<file path="src/rtl/reaction_stats.sv">
// Per-session reaction-time statistics (last, best, running average, trial count)
// with a sequential shift-and-add-3 binary-to-BCD converter for the display.
module reaction_stats #(
    parameter int W      = 20,
    parameter int HIST   = 4,
    parameter int MAX_MS = 99999
) (
    input  logic         ADC_CLK_10,
    input  logic         reset,
    input  logic         clear_stats,
    input  logic         result_valid,
    input  logic [W-1:0] result_ms,
    input  logic [1:0]   sel,
    output logic [19:0]  bcd_out,
    output logic         bcd_valid,
    output logic         busy,
    output logic [W-1:0] best_ms,
    output logic [7:0]   trials,
    output logic         new_best
);

    localparam int LG = $clog2(HIST);
    localparam int SW = W + LG;
    localparam int CW = $clog2(W);
    localparam logic [W-1:0] MAX_V = W'(MAX_MS);

    typedef enum logic [1:0] {IDLE, LOAD, SHIFT, DONE} state_t;

    logic [W-1:0]  last_q;
    logic [W-1:0]  best_q;
    logic [W-1:0]  hist_q [HIST];
    logic [SW-1:0] sum_q;
    logic [7:0]    trials_q;
    logic          new_best_q;

    logic [W-1:0]  val_clamped;
    logic [SW-1:0] sum_d;
    logic [W-1:0]  avg;
    logic [W-1:0]  sel_value;

    state_t        state_q;
    logic [CW-1:0] cnt_q;
    logic [W-1:0]  bin_q, bin_d;
    logic [19:0]   scr_q, scr_d, scr_adj;
    logic          pending_q;
    logic [1:0]    sel_q;
    logic [19:0]   bcd_out_q;
    logic          bcd_valid_q;
    logic          busy_q;
    logic          trig;

    assign val_clamped = (result_ms > MAX_V) ? MAX_V : result_ms;
    assign sum_d       = sum_q + SW'(val_clamped) - SW'(hist_q[HIST-1]);
    assign trig        = (sel != sel_q) | clear_stats | result_valid;

    always_comb begin
        avg = last_q;
        if (trials_q >= 8'(HIST)) begin
            avg = sum_q[LG +: W];
        end
    end

    always_comb begin
        sel_value = '0;
        case (sel)
            2'd0:    sel_value = last_q;
            2'd1:    sel_value = best_q;
            2'd2:    sel_value = avg;
            default: sel_value = W'(trials_q);
        endcase
    end

    // Double-dabble step: correct every digit >= 5, then shift the whole
    // {bcd, binary} pair left by one.
    always_comb begin
        scr_adj = scr_q;
        for (int unsigned i = 0; i < 5; i++) begin
            if (scr_q[4*i +: 4] >= 4'd5) begin
                scr_adj[4*i +: 4] = scr_q[4*i +: 4] + 4'd3;
            end
        end
        {scr_d, bin_d} = {scr_adj, bin_q} << 1;
    end

    always_ff @(posedge ADC_CLK_10 or posedge reset) begin
        if (reset) begin
            last_q     <= '0;
            best_q     <= MAX_V;
            sum_q      <= '0;
            trials_q   <= '0;
            new_best_q <= 1'b0;
            for (int unsigned i = 0; i < HIST; i++) begin
                hist_q[i] <= '0;
            end
        end else begin
            new_best_q <= 1'b0;
            if (clear_stats) begin
                last_q   <= '0;
                best_q   <= MAX_V;
                sum_q    <= '0;
                trials_q <= '0;
                for (int unsigned i = 0; i < HIST; i++) begin
                    hist_q[i] <= '0;
                end
            end else if (result_valid) begin
                last_q    <= val_clamped;
                sum_q     <= sum_d;
                hist_q[0] <= val_clamped;
                for (int unsigned i = 1; i < HIST; i++) begin
                    hist_q[i] <= hist_q[i-1];
                end
                if (trials_q != 8'hFF) begin
                    trials_q <= trials_q + 8'd1;
                end
                if (val_clamped < best_q) begin
                    best_q     <= val_clamped;
                    new_best_q <= 1'b1;
                end
            end
        end
    end

    // bcd_out/busy/bcd_valid are loaded on the edge entering DONE so they are
    // already visible during the DONE cycle; a trigger arriving while busy
    // (including on that final edge) is folded into pending for one rerun.
    always_ff @(posedge ADC_CLK_10 or posedge reset) begin
        if (reset) begin
            state_q     <= IDLE;
            cnt_q       <= '0;
            bin_q       <= '0;
            scr_q       <= '0;
            pending_q   <= 1'b0;
            sel_q       <= '0;
            bcd_out_q   <= '0;
            bcd_valid_q <= 1'b0;
            busy_q      <= 1'b0;
        end else begin
            sel_q <= sel;
            case (state_q)
                IDLE: begin
                    if (trig) begin
                        state_q     <= LOAD;
                        bcd_valid_q <= 1'b0;
                        busy_q      <= 1'b1;
                    end
                end
                LOAD: begin
                    bin_q   <= sel_value;
                    scr_q   <= '0;
                    cnt_q   <= '0;
                    state_q <= SHIFT;
                    if (trig) begin
                        pending_q <= 1'b1;
                    end
                end
                SHIFT: begin
                    bin_q <= bin_d;
                    scr_q <= scr_d;
                    cnt_q <= cnt_q + CW'(1);
                    if (trig) begin
                        pending_q <= 1'b1;
                    end
                    if (cnt_q == CW'(W-1)) begin
                        state_q     <= DONE;
                        bcd_out_q   <= scr_d;
                        busy_q      <= 1'b0;
                        bcd_valid_q <= ~(pending_q | trig);
                    end
                end
                DONE: begin
                    if (pending_q | trig) begin
                        pending_q   <= 1'b0;
                        bcd_valid_q <= 1'b0;
                        busy_q      <= 1'b1;
                        state_q     <= LOAD;
                    end else begin
                        state_q <= IDLE;
                    end
                end
                default: state_q <= IDLE;
            endcase
        end
    end

    assign bcd_out   = bcd_out_q;
    assign bcd_valid = bcd_valid_q;
    assign busy      = busy_q;
    assign best_ms   = best_q;
    assign trials    = trials_q;
    assign new_best  = new_best_q;

endmodule

</file>
<file path="config.mk">
export PLATFORM = sky130hd
export DESIGN_NAME = reaction_stats
export DESIGN_NICKNAME = d
export VERILOG_FILES = /design/src/rtl/reaction_stats.sv
export SDC_FILE = /design/constraint.sdc
export NUM_CORES = 1
export LEC_CHECK = 0
export CAP_MARGIN = 0
export CELL_PAD_IN_SITES_DETAIL_PLACEMENT = 1
export CELL_PAD_IN_SITES_GLOBAL_PLACEMENT = 2
export CORE_MARGIN = 3
export CORE_UTILIZATION = 41
export DETAILED_ROUTE_END_ITERATION = 10
export PLACE_DENSITY_LB_ADDON = 0.08
export SLEW_MARGIN = 15
export SYNTH_ARGS = -nofsm -noshare
export SYNTH_HDL_FRONTEND = slang
export SYNTH_SLANG_ARGS = --single-unit
</file>
<file path="constraint.sdc">
create_clock -name ADC_CLK_10 -period 12.4 [get_ports ADC_CLK_10]
set_input_delay 1.86 -clock ADC_CLK_10 [delete_from_list [all_inputs] [get_ports ADC_CLK_10]]
set_output_delay 1.86 -clock ADC_CLK_10 [all_outputs]
set_load 0.01 [all_outputs]
</file>
==> run_results.csv, run 1 <==
group,metric,value,unit
pwr,p_comb_share,29.1,%
finish,drive_above_1_share,7.31,%
drt,drt_iter0_drc,390,
yosys,synth_common_cells,"dfrtp_1, nor2_1, inv_1",
placed_design,placed_area,12600,sq um
critical_path,reg2reg_depth,11,
drt,vias,8740,
yosys,synth_enable_flop_cells,0,
drt,ant_nets,0,
yosys,synthArstFlopShare,100,%
pwr,peakVddDrop,0.000116,V
placed_design,place_inst,1601,
pwr,p_clk_share,34.3,%
status,status,"completed",
yosys,synth_seq_cells,203,
sta,whs,481,ps
sta,setup_viol_count_final,0,
finish,fillCellCount,3116,
global_routing,grt_usage,20.5,%
drt,drc_errors,0,
finish,fin_cells,1645,
yosys,syn_area,11600,sq um
sta,finalCritPeriodShare,50.8,%
sta,rsz0062_at_grt,"false",
drt,first_pass_iters,5,
global_routing,grt_max_degree,142,
global_routing,grt.overflow.total,0,
pwr,switchingPower,690,uW
clocking,holdBufCountCts,0,
die,rows,60,
global_routing,grt_pass1_wl,50600,um
yosys,yosys_warnings,0,
die,dieArea,30300,sq um
sta,slew_viol_final,0,
critical_path,reg2reg_to,"sum_q[21]$_DFFE_PP0P_",
global_routing,grt_antenna_before_repair,0,
clocking,worst_skew_pair.late_latency,520,ps
yosys,syn_inst,1200,
drt,wl,30600,um
min_path,hold_path.class,"reg -> reg",
min_path,min_path_cells,2,
min_path,min-delay-start,"bcd_out[16]$_DFFE_PP0P_",
yosys,ys.flop_type,"dfrtp_1",
sta,setup-tns-final,0,ps
clocking,cts-root-buf,"clkbuf_16",
critical_path,cp.required,12800,ps
sta,final.setup_skew,11.8,ps
run,max_cap_viol_count,0,
critical_path,reg2reg_slack,8860,ps
pwr,cellLeakagePower,6.28,nW
sta,fmax,159,MHz
sta,period_minus_slack,6300,ps
pwr,internal_power,1.45,mW
critical_path,critPathCaptureType,"flop",
critical_path,path_cells,"clkdlybuf4s50_1 > or4_1 > o211ai_1 > nand2_1 > nor2_1 > fa_1 > inv_1 > ha_1 > a211oi_1 > o21bai_1 > a41oi_1 > a211oi_1 > o211ai_1 > a2bb2oi_1 > mux2_2",
pwr,powerDensity,159,nW/um^2
clocking,cts_resized,0,
yosys,synth_top_area_share,41.7,%
finish,diodes,0,
min_path,hold_end,"bcd_out[16]$_DFFE_PP0P_",
drt,viasPerCell,5.31,
critical_path,r2r-start,"sum_q[18]$_DFFE_PP0P_",
placed_design,place.port_buffers,76,
clocking,cts_buffers,24,
finish,design_area,13500,sq um
drt,wl_per_cell,18.6,um
critical_path,worstSetupStartpointType,"primary input",
yosys,yosysTopAreaCell,"dfrtp_1",
critical_path,crit_family,"compound AO/OA/AOI/OAI gates",
yosys,ys_seq_area_share,44.0,%
yosys,synth.area.top_cells,"dfrtp_1, mux2i_1, ha_1",
critical_path,slowest_stage,"or4_1",
clocking,cts_tree,"built",
sta,hold_viol,0,
clocking,cts_buffer_depth,3,
critical_path,cpPeakStageDelay,600,ps
placed_design,dp_hpwl,21500,um
sta,tightest_slew,1040,ps
clocking,clk_pin_slew_worst_paths,60,ps
placed_design,gp_congestion,0.810,
die,start_util,42.4,%
yosys,ys_types,63,
critical_path,cp_max_fo,9,
die,io_pins,77,
yosys,yosysMostFrequentCell,"dfrtp_1",
yosys,syn_avg_cell_area,9.65,sq um
clocking,post_cts_buffers,0,
die,core_area,27300,sq um
global_routing,first_global_vias,9054,
clocking,clkSinkCount,203,
die,fp.dieH,174,um
finish,syn_to_final_growth,16.3,%
finish,nets,1360,
pwr,netSwitchingFraction,32.3,%
die,die_w,174,um
critical_path,arrival,6700,ps
sta,slew-limit-headroom,30.5,%
critical_path,cp.buffers_inverters,2,
clocking,h-tree-depth,1,
critical_path,criticalPathCategory,"in -> reg",
pwr,power.share.sequential,36.6,%
registers in the layout (all words and copies together) (netlist names):
signal     flops
last_q        20
best_ms       20
hist_q        60
state_q        2
busy           1
sel_q          2
bcd_out       20
sum_q         22
new_best       1
trials         8
scr_q         20
bin_q         20
cnt_q          5
pending_q      1
bcd_valid      1
stage by stage:
stage / power (mW) / worst slack [ps] / util, %
3_3_place_gp: 1.41 / 5730 / 46.2
2_1_floorplan: 1.22 / 5020 / -
5_1_grt: 2.28 / 5620 / 49.2
4_1_cts: 2.17 / 6090 / 49.2
6_report: 2.14 / 6100 / 49.2
3_5_place_dp: 1.42 / 5560 / 46.2
power by group through the flow:
stage                     Combinational (mW)  Clock [mW]  Sequential [mW]
after floorplan                        0.432           0            0.786
after global placement                 0.614           0            0.793
after detailed placement               0.624           0            0.796
after CTS                              0.628       0.754            0.784
after global routing                   0.708       0.782            0.793
final                                  0.622       0.733            0.784
per-layer routing:
layer,GRT usage (%),vias up,wire (um)
met2,32.6,114,13800
met5,0,-,0
li1,-,4226,-
met4,3.65,0,458
met1,30.5,4360,15400
met3,2.32,40,885
area by class of cell:
type | count | area [sq um] | share of cell area (%)
timing repair buffer | 88 | 841 | 6.25
sequential | 203 | 5090 | 37.8
tap | 372 | 465 | 3.46
multi-input combinational | 819 | 5780 | 43.0
clock inverter | 9 | 100 | 0.744
inverter | 119 | 454 | 3.37
clock buffer | 35 | 723 | 5.37
cells in the final DEF, fill, tap and decap left out, types with 11 or more instances in the layout:
cell type / instances
a211oi_1: 32
a21o_1: 11
a21oi_1: 68
buf_4: 14
clkbuf_16: 25
clkdlybuf4s50_1: 73
dfrtp_1: 193
fa_1: 20
ha_1: 57
inv_1: 118
mux2_2: 20
mux2i_1: 98
nand2_1: 82
nand2b_1: 21
nor2_1: 140
nor2b_1: 16
nor3_1: 13
o21ai_0: 53
o21ai_1: 12
o22a_1: 13
o22ai_1: 19
xnor2_1: 17
how the worst max path moves through the flow:
stage | from | to | slack, ps | cells past startpoint
2_1_floorplan | reset | bcd_out[0]$_DFFE_PP0P_ | 5020 | 1
3_3_place_gp | result_ms[14] | sum_q[21]$_DFFE_PP0P_ | 5730 | 15
3_5_place_dp | result_ms[14] | sum_q[21]$_DFFE_PP0P_ | 5560 | 15
4_1_cts | result_ms[19] | sum_q[21]$_DFFE_PP0P_ | 6090 | 14
5_1_grt | result_ms[14] | sum_q[21]$_DFFE_PP0P_ | 5620 | 15
6_report | result_ms[14] | sum_q[21]$_DFFE_PP0P_ | 6100 | 15
worst reg2reg max path: stages (launching register included):
cell	delay [ps]
dfrtp_1	440
inv_1	90
fa_1	520
inv_1	50
ha_1	360
a21oi_1	330
nor2_1	100
a2111oi_0	680
o2111a_1	270
o21ai_0	90
a2bb2oi_1	170
mux2_2	350
logic make-up (layout without fill, tap and decap cells):
family                   Yosys count  in the layout  synth area share, %
AND/OR/NAND/NOR                  326            326                 12.8
AO/OA/AOI/OAI                    263            263                 14.6
flip-flops                       203            203                 44.0
buffers and inverters            182            251                 6.23
multiplexers                     118            118                 10.4
adder cells (fa/ha/maj)           79             79                 9.84
XOR/XNOR                          27             27                 2.04
other                              2              6               0.0649
Note: power is estimated with default switching activity, not from simulation.
==> run 2, diff against run 1 <==
CORE_UTILIZATION = 35   (was 41)
clock period = 5.6 ns   (was 12.4 ns; I/O delays follow)
==> run 2 against run 1 <==
  * Total power is 120% higher
  * Flip-flop and latch count stayed put
  * Wire length is 3.0% higher
  * Utilization is 6.9 points lower
  * Non-clock buffer count is 6 higher
  * Hold slack worse by 4.5 ps
  * Via count is 0.59% lower
  * Cell count is 4.3% higher
  * Design area is 0.76% higher
  * Sequential share of layout area is 0.29 points lower
==> run_results.csv, run 2 (synthesized netlist as in run 1, its figures left out) <==
group,metric,value,unit
pwr,p_clk_share,33.0,%
critical_path,cp.required,6020,ps
critical_path,arrival,5320,ps
sta,finalCritPeriodShare,87.5,%
sta,hold_viol,0,
sta,setup_viol_count_final,0,
die,core_area,32000,sq um
critical_path,cp.depth,15,
finish,nets,1367,
placed_design,place_inst,1670,
global_routing,first_global_vias,9086,
die,rows,65,
pwr,powerDensity,345,nW/um^2
pwr,peakVddDrop,0.000216,V
critical_path,path_cells,"clkdlybuf4s50_1 > or4_1 > o211ai_1 > nand2_1 > nor2_1 > fa_1 > inv_1 > ha_1 > a211oi_1 > o21bai_1 > a41oi_1 > a211oi_1 > o211ai_1 > a2bb2oi_1 > mux2_2",
sta,setup-tns-final,0,ps
global_routing,grt_pass1_wl,52000,um
critical_path,reg2reg_depth,10,
finish,reg_top3,"hist_q x60, sum_q x22",
clocking,worst_skew_pair.late_latency,530,ps
critical_path,slowest_stage,"or4_1",
pwr,power.share.sequential,37.1,%
finish,diodes,0,
clocking,cts_resized,0,
finish,fin_cells,1716,
placed_design,place.port_buffers,76,
critical_path,cp_max_fo,9,
pwr,switchingPower,1.53,mW
clocking,cts_tree,"built",
min_path,min_path_cells,2,
drt,first_pass_iters,4,
die,start_util,36.1,%
finish,top_register,"hist_q",
clocking,cts_buffer_depth,3,
finish,fillCellCount,3638,
die,fp.dieH,188,um
run,max_cap_viol_count,0,
clocking,h-tree-depth,1,
critical_path,criticalPathCategory,"in -> reg",
drt,viasPerCell,5.06,
status,status,"completed",
pwr,internal_power,3.15,mW
finish,final_common_cell,"dfrtp_1",
drt,vias,8688,
sta,slew-limit-headroom,31.1,%
die,io_pins,77,
pwr,cellLeakagePower,6.30,nW
critical_path,worstSetupStartpointType,"primary input",
sta,rsz0062_at_grt,"false",
pwr,netSwitchingFraction,32.6,%
finish,largest_reg_flops,60,
min_path,hold_path.class,"reg -> reg",
sta,whs,476,ps
critical_path,critPathCaptureType,"flop",
drt,drt_iter0_drc,532,
sta,slew_viol_final,0,
drt,wl,31500,um
die,dieArea,35300,sq um
drt,wl_per_cell,18.4,um
clocking,clkSinkCount,203,
global_routing,grt_max_degree,129,
sta,fmax,204,MHz
sta,setup_slack,701,ps
finish,fin_util,42.3,%
clocking,holdBufCountCts,0,
critical_path,cp.buffers_inverters,2,
global_routing,grt.overflow.total,0,
critical_path,cpPeakStageDelay,530,ps
pwr,p_comb_share,29.9,%
drt,ant_nets,0,
finish,drive_above_1_share,7.34,%
placed_design,pre_cts_ws,127,ps
sta,tightest_slew,1030,ps
global_routing,grt_usage,18.2,%
critical_path,crit_family,"compound AO/OA/AOI/OAI gates",
placed_design,dp_hpwl,22200,um
clocking,cts_buffers,25,
sta,period_minus_slack,4900,ps
die,die_w,188,um
clocking,clk_pin_slew_worst_paths,60,ps
sta,final.setup_skew,14.9,ps
clocking,cts-root-buf,"clkbuf_16",
placed_design,gp_congestion,0.798,
finish,syn_to_final_growth,17.2,%
finish,most-common-layout-cells,"dfrtp_1, nor2_1, inv_1",
drt,drc_errors,0,
global_routing,grt_antenna_before_repair,0,
clocking,post_cts_buffers,0,
-- run 2: final timing paths --
path                                         from  slack (ps)                      to
hold / removal             bcd_out[6]$_DFFE_PP0P_         480  bcd_out[6]$_DFFE_PP0P_
max in group asynchronous                   reset        3570   sum_q[14]$_DFFE_PP0P_
hold reg to reg            bcd_out[6]$_DFFE_PP0P_         480  bcd_out[6]$_DFFE_PP0P_
setup reg to reg            hist_q[1]$_DFFE_PP0P_        2280   sum_q[21]$_DFFE_PP0P_
min in group asynchronous                   reset         840   trials[4]$_DFFE_PP0P_
setup / recovery                    result_ms[12]         700   sum_q[21]$_DFFE_PP0P_
-- run 2: area by class of cell --
| cell class | instances | area (sq um) | area share [%] |
|---|---|---|---|
| Tap cell | 435 | 544 | 4.01 |
| Clock inverter | 3 | 18.8 | 0.138 |
| Inverter | 119 | 450 | 3.32 |
| Multi-Input combinational cell | 819 | 5790 | 42.7 |
| Clock buffer | 43 | 753 | 5.55 |
| Sequential cell | 203 | 5090 | 37.6 |
| Timing Repair Buffer | 94 | 915 | 6.74 |
-- run 2: power by group through the flow --
stage,Clock (mW),Sequential (mW),Combinational (mW)
2_1_floorplan,0,1.74,0.956
3_3_place_gp,0,1.76,1.40
3_5_place_dp,0,1.76,1.42
4_1_cts,1.60,1.74,1.43
5_1_grt,1.67,1.76,1.60
6_report,1.54,1.74,1.40
-- run 2: tightest hold or removal path, delay by kind of cell, from the launching register on --
kind | cells | cell delay (ps)
AO/OA/AOI/OAI | 1 | 60
flip-flops | 1 | 340
AND/OR/NAND/NOR | 1 | 50
-- run 2: metal layers --
layer,vias up,global-route usage (%),share of wire [%]
li1,4241,-,-
met1,4314,27.6,52
met2,100,27.9,43
met3,33,2.34,3.1
met4,0,3.32,1.8
met5,-,0,0
-- run 2: per-stage QoR --
| step | power, mW | cell area (sq um) |
|---|---|---|
| after floorplan | 2.70 | 11600 |
| after global placement | 3.16 | 12800 |
| after detailed placement | 3.18 | 12800 |
| after CTS | 4.76 | 13600 |
| after global routing | 5.02 | 13600 |
| final | 4.67 | 13600 |
